### config.mk
export PLATFORM = sky130hd
export DESIGN_NAME = apb_spi_regs_flat
export DESIGN_NICKNAME = d
export VERILOG_FILES = /design/src/rtl/apb_spi_pkg.sv /design/src/rtl/apb_spi_regs_if.sv /design/src/rtl/apb_spi_regs_rx_fifo.sv /design/src/rtl/apb_spi_regs.sv /design/src/flat_wrapper.sv
export SDC_FILE = /design/constraint.sdc
export NUM_CORES = 1
export LEC_CHECK = 0
export CORE_MARGIN = 3
export CORE_UTILIZATION = 46
export DETAILED_ROUTE_END_ITERATION = 16
export HOLD_SLACK_MARGIN = 0.02
export PLACE_DENSITY = 0.78
export SETUP_SLACK_MARGIN = 0.5
export SLEW_MARGIN = 20
export SYNTH_ARGS = -nofsm -noshare
export SYNTH_HDL_FRONTEND = slang
export SYNTH_SLANG_ARGS = --single-unit
### constraint.sdc
create_clock -name clk -period 3 [get_ports clk]
set_input_delay 0.3 -clock clk [delete_from_list [all_inputs] [get_ports clk]]
set_output_delay 0.3 -clock clk [all_outputs]
set_load 0.005 [all_outputs]
### src/rtl/apb_spi_pkg.sv
// Shared register map, STATUS bit positions and data widths for the APB-to-SPI
// register block and its RX FIFO.
package apb_spi_pkg;

  localparam int APB_ADDR_W = 4;
  localparam int APB_DATA_W = 32;
  localparam int TX_W       = 8;
  localparam int RX_W       = 10;

  typedef enum logic [APB_ADDR_W-1:0] {
    REG_CTRL   = 4'h0,
    REG_TXDATA = 4'h4,
    REG_RXDATA = 4'h8,
    REG_STATUS = 4'hC
  } reg_addr_e;

  localparam int ST_RX_EMPTY  = 0;
  localparam int ST_RX_FULL   = 1;
  localparam int ST_OVERFLOW  = 2;
  localparam int ST_TX_DONE   = 3;
  localparam int ST_COUNT_LSB = 4;

endpackage

### src/rtl/apb_spi_regs_if.sv
// APB completer bus bundle; the register block takes the slave view, the bench
// drives the master view.
interface apb_spi_regs_if;
  logic                              PSEL;
  logic                              PENABLE;
  logic                              PWRITE;
  logic [apb_spi_pkg::APB_ADDR_W-1:0] PADDR;
  logic [apb_spi_pkg::APB_DATA_W-1:0] PWDATA;
  logic [apb_spi_pkg::APB_DATA_W-1:0] PRDATA;
  logic                              PREADY;
  logic                              PSLVERR;

  modport master (
    output PSEL, PENABLE, PWRITE, PADDR, PWDATA,
    input  PRDATA, PREADY, PSLVERR
  );

  modport slave (
    input  PSEL, PENABLE, PWRITE, PADDR, PWDATA,
    output PRDATA, PREADY, PSLVERR
  );
endinterface

### src/rtl/apb_spi_regs_rx_fifo.sv
// Power-of-two RX FIFO with a combinational head output so a read can return
// the word in the same cycle that pops it.
module spi_rx_fifo import apb_spi_pkg::*; #(
  parameter int DEPTH = 4,
  parameter int WIDTH = RX_W,
  localparam int PTR_W = $clog2(DEPTH),
  localparam int CNT_W = PTR_W + 1
) (
  input  logic             clk,
  input  logic             rst_n,
  input  logic             push,
  input  logic             pop,
  input  logic [WIDTH-1:0] din,
  output logic [WIDTH-1:0] dout,
  output logic             full,
  output logic             empty,
  output logic [CNT_W-1:0] count
);

  logic [WIDTH-1:0] mem_q [DEPTH];
  logic [PTR_W-1:0] wr_ptr_q, wr_ptr_d;
  logic [PTR_W-1:0] rd_ptr_q, rd_ptr_d;
  logic [CNT_W-1:0] count_q, count_d;
  logic             do_push, do_pop;

  assign empty = (count_q == '0);
  assign full  = (count_q == CNT_W'(DEPTH));
  assign count = count_q;
  assign dout  = mem_q[rd_ptr_q];

  // A pop in the same cycle frees the slot, so a full FIFO may still accept.
  assign do_pop  = pop && !empty;
  assign do_push = push && (!full || do_pop);

  always_comb begin
    wr_ptr_d = wr_ptr_q;
    rd_ptr_d = rd_ptr_q;
    count_d  = count_q;
    if (do_push) wr_ptr_d = wr_ptr_q + 1'b1;
    if (do_pop)  rd_ptr_d = rd_ptr_q + 1'b1;
    case ({do_push, do_pop})
      2'b10:   count_d = count_q + 1'b1;
      2'b01:   count_d = count_q - 1'b1;
      default: count_d = count_q;
    endcase
  end

  always_ff @(posedge clk) begin
    if (!rst_n) begin
      wr_ptr_q <= '0;
      rd_ptr_q <= '0;
      count_q  <= '0;
    end else begin
      wr_ptr_q <= wr_ptr_d;
      rd_ptr_q <= rd_ptr_d;
      count_q  <= count_d;
    end
  end

  always_ff @(posedge clk) begin
    if (do_push) mem_q[wr_ptr_q] <= din;
  end

endmodule

### src/rtl/apb_spi_regs.sv
// APB register front-end for an SPI wrapper: CTRL/TXDATA outputs, an RX FIFO
// fed by rx_valid edges, and sticky overflow/tx_done status flags.
module apb_spi_regs import apb_spi_pkg::*; #(
  parameter int FIFO_DEPTH = 4
) (
  input  logic            clk,
  input  logic            rst_n,
  apb_spi_regs_if.slave   apb,
  output logic [TX_W-1:0] tx_data,
  output logic            apb_mode,
  input  logic [RX_W-1:0] rx_data,
  input  logic            rx_valid,
  input  logic            tx_valid
);

  localparam int CNT_W = $clog2(FIFO_DEPTH) + 1;

  logic            ctrl_q, ctrl_d;
  logic [TX_W-1:0] txdata_q, txdata_d;
  logic            ovf_q, ovf_d;
  logic            txdone_q, txdone_d;
  logic            rx_valid_q, tx_valid_q;

  logic [RX_W-1:0]  fifo_dout;
  logic             fifo_full, fifo_empty;
  logic [CNT_W-1:0] fifo_count;

  logic      access, rd, wr, err, pop, push, tx_edge;
  reg_addr_e addr;
  logic      unused_bits;

  assign unused_bits = ^{apb.PADDR[1:0], apb.PWDATA[31:8]};

  assign access  = apb.PSEL && apb.PENABLE;
  assign rd      = access && !apb.PWRITE;
  assign wr      = access && apb.PWRITE;
  assign addr    = reg_addr_e'({apb.PADDR[3:2], 2'b00});
  assign push    = rx_valid && !rx_valid_q;
  assign tx_edge = tx_valid && !tx_valid_q;

  always_comb begin
    err = 1'b0;
    if (access) begin
      case (addr)
        REG_CTRL, REG_TXDATA, REG_STATUS: err = 1'b0;
        REG_RXDATA: err = apb.PWRITE || fifo_empty;
        default:    err = 1'b1;
      endcase
    end
  end

  assign pop = rd && !err && (addr == REG_RXDATA);

  spi_rx_fifo #(.DEPTH(FIFO_DEPTH), .WIDTH(RX_W)) u_rx_fifo (
    .clk   (clk),
    .rst_n (rst_n),
    .push  (push),
    .pop   (pop),
    .din   (rx_data),
    .dout  (fifo_dout),
    .full  (fifo_full),
    .empty (fifo_empty),
    .count (fifo_count)
  );

  always_comb begin
    ctrl_d   = ctrl_q;
    txdata_d = txdata_q;
    ovf_d    = ovf_q;
    txdone_d = txdone_q;
    if (wr && !err) begin
      case (addr)
        REG_CTRL:   ctrl_d   = apb.PWDATA[0];
        REG_TXDATA: txdata_d = apb.PWDATA[TX_W-1:0];
        REG_STATUS: begin
          if (apb.PWDATA[ST_OVERFLOW]) ovf_d    = 1'b0;
          if (apb.PWDATA[ST_TX_DONE])  txdone_d = 1'b0;
        end
        default: ;
      endcase
    end
    // Hardware set events are applied last so they win over a W1C clear.
    if (push && fifo_full && !pop) ovf_d = 1'b1;
    if (tx_edge) txdone_d = 1'b1;
  end

  always_ff @(posedge clk) begin
    if (!rst_n) begin
      ctrl_q     <= 1'b0;
      txdata_q   <= '0;
      ovf_q      <= 1'b0;
      txdone_q   <= 1'b0;
      rx_valid_q <= 1'b0;
      tx_valid_q <= 1'b0;
    end else begin
      ctrl_q     <= ctrl_d;
      txdata_q   <= txdata_d;
      ovf_q      <= ovf_d;
      txdone_q   <= txdone_d;
      rx_valid_q <= rx_valid;
      tx_valid_q <= tx_valid;
    end
  end

  always_comb begin
    apb.PRDATA = '0;
    if (rd && !err) begin
      case (addr)
        REG_CTRL:   apb.PRDATA = {31'b0, ctrl_q};
        REG_TXDATA: apb.PRDATA = {{(APB_DATA_W-TX_W){1'b0}}, txdata_q};
        REG_RXDATA: apb.PRDATA = {{(APB_DATA_W-RX_W){1'b0}}, fifo_dout};
        REG_STATUS: apb.PRDATA = (APB_DATA_W'(fifo_count) << ST_COUNT_LSB)
                               | {28'b0, txdone_q, ovf_q, fifo_full, fifo_empty};
        default:    apb.PRDATA = '0;
      endcase
    end
  end

  assign apb.PSLVERR = err;
  assign apb.PREADY  = 1'b1;
  assign apb_mode    = ctrl_q;
  assign tx_data     = txdata_q;

endmodule

### src/flat_wrapper.sv
// flat-port wrapper written by rule: the top's interface ports become plain ports
module apb_spi_regs_flat import apb_spi_pkg::*;
#(
  parameter int FIFO_DEPTH = 4
)
  (clk, rst_n, tx_data, apb_mode, rx_data, rx_valid, tx_valid, apb_PSEL, apb_PENABLE, apb_PWRITE, apb_PADDR, apb_PWDATA, apb_PRDATA, apb_PREADY, apb_PSLVERR);
  apb_spi_regs_if apb_i ();
  input  logic clk;
  input  logic rst_n;
  output logic [TX_W-1:0] tx_data;
  output logic apb_mode;
  input  logic [RX_W-1:0] rx_data;
  input  logic rx_valid;
  input  logic tx_valid;
  input wire logic [$bits(apb_i.PSEL)-1:0] apb_PSEL;
  input wire logic [$bits(apb_i.PENABLE)-1:0] apb_PENABLE;
  input wire logic [$bits(apb_i.PWRITE)-1:0] apb_PWRITE;
  input wire logic [$bits(apb_i.PADDR)-1:0] apb_PADDR;
  input wire logic [$bits(apb_i.PWDATA)-1:0] apb_PWDATA;
  output wire logic [$bits(apb_i.PRDATA)-1:0] apb_PRDATA;
  output wire logic [$bits(apb_i.PREADY)-1:0] apb_PREADY;
  output wire logic [$bits(apb_i.PSLVERR)-1:0] apb_PSLVERR;
  assign apb_i.PSEL = apb_PSEL;
  assign apb_i.PENABLE = apb_PENABLE;
  assign apb_i.PWRITE = apb_PWRITE;
  assign apb_i.PADDR = apb_PADDR;
  assign apb_i.PWDATA = apb_PWDATA;
  assign apb_PRDATA = apb_i.PRDATA;
  assign apb_PREADY = apb_i.PREADY;
  assign apb_PSLVERR = apb_i.PSLVERR;
  apb_spi_regs #(.FIFO_DEPTH(FIFO_DEPTH)) u_core (.clk(clk), .rst_n(rst_n), .apb(apb_i), .tx_data(tx_data), .apb_mode(apb_mode), .rx_data(rx_data), .rx_valid(rx_valid), .tx_valid(tx_valid));
endmodule
* After elaboration in Yosys (flattened, before gate mapping)
Memories as Yosys holds them, arrays and structs flattened. A register that Yosys moved wholly into a read port is not among the register bits. Index checks and enable logic that the tools add are counted.
Cells by class: multiplexer cells 17, bitwise operators 1, add/sub/neg operators 4, equality and inequality tests 6, reduce and logical (&&, ||, !) cells 35
Operators by type and width (count):
- one-hot mux 32 bit (4 select lines) | 1
- two-way mux 32 bit | 1
- nonzero test 2 bit | 7
- logical AND 1 bit | 12
- two-way mux 1 bit | 11
- logical NOT 1 bit | 7
- bitwise OR 7 x 4 -> 7 bit | 1
- equality test 2 bit, second input constant | 3
- one-hot mux 3 bit (2 select lines) | 1
- AND reduction 3 bit | 2
- adder 2 x 1 -> 2 bit, second input constant | 2
- equality test 2 x 1 -> 1 bit, second input constant | 2
- logical NOT 4 bit | 1
- two-way mux 2 bit | 2
- AND reduction 2 bit | 2
- adder 3 x 1 -> 3 bit, second input constant | 1
- equality test 3 bit, second input constant | 1
- logical NOT 3 bit | 1
- OR reduction 3 bit | 1
- subtractor 3 x 1 -> 3 bit, second input constant | 1
- logical OR 1 bit | 2
- one-hot mux 1 bit (2 select lines) | 1
Storage, ports and cells: output and inout port bits 43, RAM bits 40, bits in registers 20, input port bits 53, memories kept 1, word-level logic and storage cells 73
Memories:
- u_core.u_rx_fifo.mem_q | depth 4, width 10, rd ports 1, clocked after Yosys merged registers in 1, write ports 1, line apb_spi_regs_rx_fifo.sv:20 | logic [WIDTH-1:0] mem_q [DEPTH];

* Longest topological paths before layout
depth after elaboration 12, depth in mapped cells 10, depth with buffers taken out 9

* Hierarchy
A second synthesis with hierarchy kept.
Unflattened totals: cells, all modules 227, area, all modules 2939.1 µm²
Modules (own cells, without submodules):
- spi_rx_fifo | area an instance 1984.4 µm², seq. area each 1381.3 µm², cells an instance 112, times used 1
- apb_spi_regs | area an instance 954.7 µm², seq. area each 260.2 µm², cells an instance 115, times used 1

* Least setup slack after synthesis
Ideal clock, no wire load.
path type register to register, start reg u_core.u_rx_fifo.count_q[2] (netlist: u_core.u_rx_fifo.count[2]), end reg u_core.u_rx_fifo.count_q[2] (netlist: u_core.u_rx_fifo.count[2]), setup time 0.070 ns, path buffers 0, data arrival time 2.124 ns, path slack 0.805 ns, cell stages (with the launch flop) 10, period minus slack after synthesis 2.195 ns, data required time 2.930 ns, cell sequence dfxtp_1 -> nor3b_1 -> o22ai_2 -> inv_1 -> ha_1 -> inv_1 -> fa_1 -> xor2_1 -> or3_1 -> a21oi_1
On the way: longest elaborated chain between the ends 12, elaborated cells on any way between the ends 19, classes of those cells add/sub (2); eq/ne (3); mux (3); reduce/logical (11)
Ends and longest elaborated chain:
- from (decl) | line apb_spi_regs_rx_fifo.sv:23 | logic [CNT_W-1:0] count_q, count_d;
- from (signal assigned) | line apb_spi_regs_rx_fifo.sv:56 | count_q <= count_d;
- logical NOT 3 bit | line apb_spi_regs_rx_fifo.sv:26 | assign empty = (count_q == '0);
- logical OR 1 bit | line apb_spi_regs.sv:46 | REG_RXDATA: err = apb.PWRITE || fifo_empty;
- one-hot mux 1 bit (2 select lines) | line apb_spi_regs.sv:44 | case (addr)
- two-way mux 1 bit | line apb_spi_regs.sv:43 | if (access) begin
- logical NOT 1 bit | line apb_spi_regs.sv:52 | assign pop = rd && !err && (addr == REG_RXDATA);
- logical AND 1 bit (2 in a row) | line apb_spi_regs.sv:52
- logical AND 1 bit | line apb_spi_regs_rx_fifo.sv:32 | assign do_pop = pop && !empty;
- logical OR 1 bit | line apb_spi_regs_rx_fifo.sv:33 | assign do_push = push && (!full || do_pop);
- logical AND 1 bit | line apb_spi_regs_rx_fifo.sv:33
- equality test 2 x 1 -> 1 bit or equality test 2 bit (tied branches) | line apb_spi_regs_rx_fifo.sv:41 | case ({do_push, do_pop})
- one-hot mux 3 bit (2 select lines) or nonzero test 2 bit (tied branches)
Several ways; a longest one is shown, not always the timed one. A chain may end at the register's enable or synchronous reset.

==> impl_metrics.json <==
{
  "min_period_ns": 2.403,
  "drive_above_1_share_pct": 18.81,
  "max_slew_margin_pct": 62.71,
  "rows": 28,
  "hold_path_depth": 2,
  "antenna_found_initial": 0,
  "clock.fmax_mhz": 416.1,
  "p_int_mw": 1.580,
  "hp-class": "flop to flop",
  "setup_tns_ns": 0,
  "reg2reg_depth": 9,
  "layout_common_cells": "44 x clkdlybuf4s50_1, 40 x edfxtp_1, 23 x conb_1",
  "drv_cap": 0,
  "gp_congestion": 0.7953,
  "setup_viol": 0,
  "outcome": "completed",
  "track_usage_pct": 16.85,
  "cp-end-kind": "output pin",
  "p_leak_nw": 1.318,
  "io_pins": 96,
  "start_util_pct": 49.10,
  "cts_tree": "done",
  "ys_seq_area_share_pct": 54.85,
  "numPortBuffers": 46,
  "ir_worst_vdd_mv": 0.3170,
  "path_clk_slew_ns": 0.07,
  "dieArea_um2": 7510,
  "ys_ff_latch": 62,
  "synth_edf_count": 40,
  "wire_per_inst_um": 15.91,
  "cts_root_buffer": "clkbuf_8",
  "core-area_um2": 6096,
  "gr-total-overflow": 0,
  "wl_met3_um": 490,
  "slew_violations": 0,
  "final_area_um2": 3709,
  "finalHoldViolCount": 0,
  "cts_hold_buf": 0,
  "combPwrFrac_pct": 8.8,
  "die_height_um": 86.66,
  "crit_fanout": 7,
  "via_per_inst": 5.246,
  "worstSkewPairLatency_ns": 0.34,
  "switching_share_pct": 21.84,
  "syn_inst": 247,
  "mostFrequentLayoutCell": "clkdlybuf4s50_1",
  "wl_um": 6014,
  "cp.arrival_ns": 2.10,
  "place_area_um2": 3426,
  "top_layer": "met4",
  "syn_area_per_cell_um2": 12.12,
  "synth-main-ff-cell": "edfxtp_1",
  "num_vias": 1983,
  "wl_met2_um": 2951,
  "clkPwrFrac_pct": 43.9,
  "powerDensity_nw_per_um2": 545.1,
  "grt_pass1_vias": 1893,
  "p_sw_uw": 441.5,
  "nFillCells": 507,
  "netlist_area_um2": 2993,
  "grt_pass1_wl_um": 9356,
  "crit_required_ns": 2.70,
  "fin_nets": 357,
  "ys_warn_count": 0,
  "pwr-share-seq_pct": 47.3,
  "cts_buffers": 9,
  "tightest_slew_ns": 0.5594,
  "hp-start": "u_core.tx_valid_q",
  "cts.sinks": 62,
  "reg2reg_from": "u_core.u_rx_fifo.count[2]",
  "wl_met1_um": 2502,
  "skew_ns": 0.006585,
  "crit_type": "flop to output pin",
  "async_flop_share_pct": 0,
  "rsz0062_at_grt": "no",
  "syn_to_final_growth_pct": 23.91,
  "antenna_cells": 0,
  "drt_pass1_iterations": 4,
  "fin_crit_sh_pct": 80.10,
  "power.total_mw": 2.022,
  "yosysUniqueCellTypes": 43,
  "dp_hpwl_um": 4159,
  "clock_path_buffers": 2,
  "cp-start-kind": "flop",
  "drc": 0,
  "grt_max_degree": 18,
  "drt_iter0_drc": 132,
  "ant_nets": 0,
  "dieWidth_um": 86.66,
  "cts_max_level": 3
}
-- layout make-up --
class                      instances  area (µm²)  share of cell area [%]
clock inverter                     7       121.4                   3.273
multi-input combinational        163        1165                   31.41
clock buffer                       9       123.9                   3.340
timing repair buffer              54       529.3                   14.27
inverter                           8       30.03                  0.8097
sequential                        62        1645                   44.37
tap                               75       93.84                   2.530
-- metrics by stage --
step                      setup WS, ns  cells  hold WS, ns  util [%]
final                           0.5969    378       0.4865     60.84
after global routing            0.5097    378       0.5086     60.84
after CTS                       0.5374    378       0.4912     60.65
after detailed placement        0.2934    360       0.4784     56.20
after global placement          0.3591    360       0.4647     56.20
after floorplan                 0.8053    268       0.3989         -
-- critical path, cell delays in order (launching register included) --
cell,delay [ns]
dfxtp_1,0.50
and3b_1,0.39
a22oi_1,0.14
a31oi_1,0.20
clkdlybuf4s50_1,0.54
-- power by group through the flow --
| stage | sequential [mW] | clock [mW] | combinational [mW] |
|---|---|---|---|
| after detailed placement | 0.974 | 0 | 0.174 |
| after floorplan | 0.970 | 0 | 0.122 |
| after global placement | 0.973 | 0 | 0.170 |
| after CTS | 0.956 | 0.903 | 0.178 |
| after global routing | 0.958 | 0.941 | 0.199 |
| final | 0.956 | 0.888 | 0.178 |
-- worst paths after layout --
kind | endpoint | slack [ns]
min reg2reg | u_core.txdone_q | 0.49
max reg2reg | u_core.u_rx_fifo.count[2] | 0.70
min | u_core.txdone_q | 0.49
max | apb_PRDATA[1] | 0.60
-- synthesized netlist by cell type (all sizes together), types with 5 or more instances --
cell type / number / share of area [%]
mux2i: 5 / 1.7
edfxtp: 40 / 40
ha: 5 / 2.1
nand2b: 5 / 1.4
dfxtp: 22 / 15
clkbuf: 6 / 0.79
nand3: 14 / 2.3
nand2: 12 / 1.5
nor2: 5 / 0.63
a22oi: 7 / 1.8
o21ai: 11 / 1.8
a21oi: 19 / 3.2
buf: 29 / 7.4
inv: 8 / 1.0
and2: 8 / 1.7
mux2: 19 / 7.1
-- flip-flops by register name, summed over array words and instances (netlist names), named ones only --
register,cells
u_core.u_rx_fifo.count,3
u_core.u_rx_fifo.mem_q,40
u_core.u_rx_fifo.rd_ptr_q,2
u_core.u_rx_fifo.wr_ptr_q,2
u_core.tx_data,8
u_core.rx_valid_q,1
u_core.tx_valid_q,1
u_core.txdone_q,1
u_core.ovf_q,1
u_core.apb_mode,1
-- metal layers --
| layer | GRT usage (%) | up-vias |
|---|---|---|
| li1 | - | 950 |
| met1 | 20.94 | 947 |
| met2 | 27.33 | 79 |
| met3 | 5.228 | 7 |
| met4 | 6.799 | 0 |
| met5 | 0 | - |
-- kinds of logic (layout without fill, tap and decap cells) --
kind of cell    after synthesis  after routing  share of synthesized area [%]
compound gates               46             46                          9.155
xor+xnor                      2              2                         0.5854
fa+ha+maj                     6              6                          2.759
buf+inv                      43             78                          9.197
flops                        62             62                          54.85
mux                          27             27                          11.08
other cells                   2             23                         0.2509
simple gates                 59             59                          12.12
-- timing repair --
| action | in CTS | in global routing |
|---|---|---|
| gates resized for setup | 6 | 3 |
| endpoints found under the setup margin | 9 | 2 |
| buffers inserted | 2 | 0 |
No activity file was read; power rests on OpenSTA's default activity.
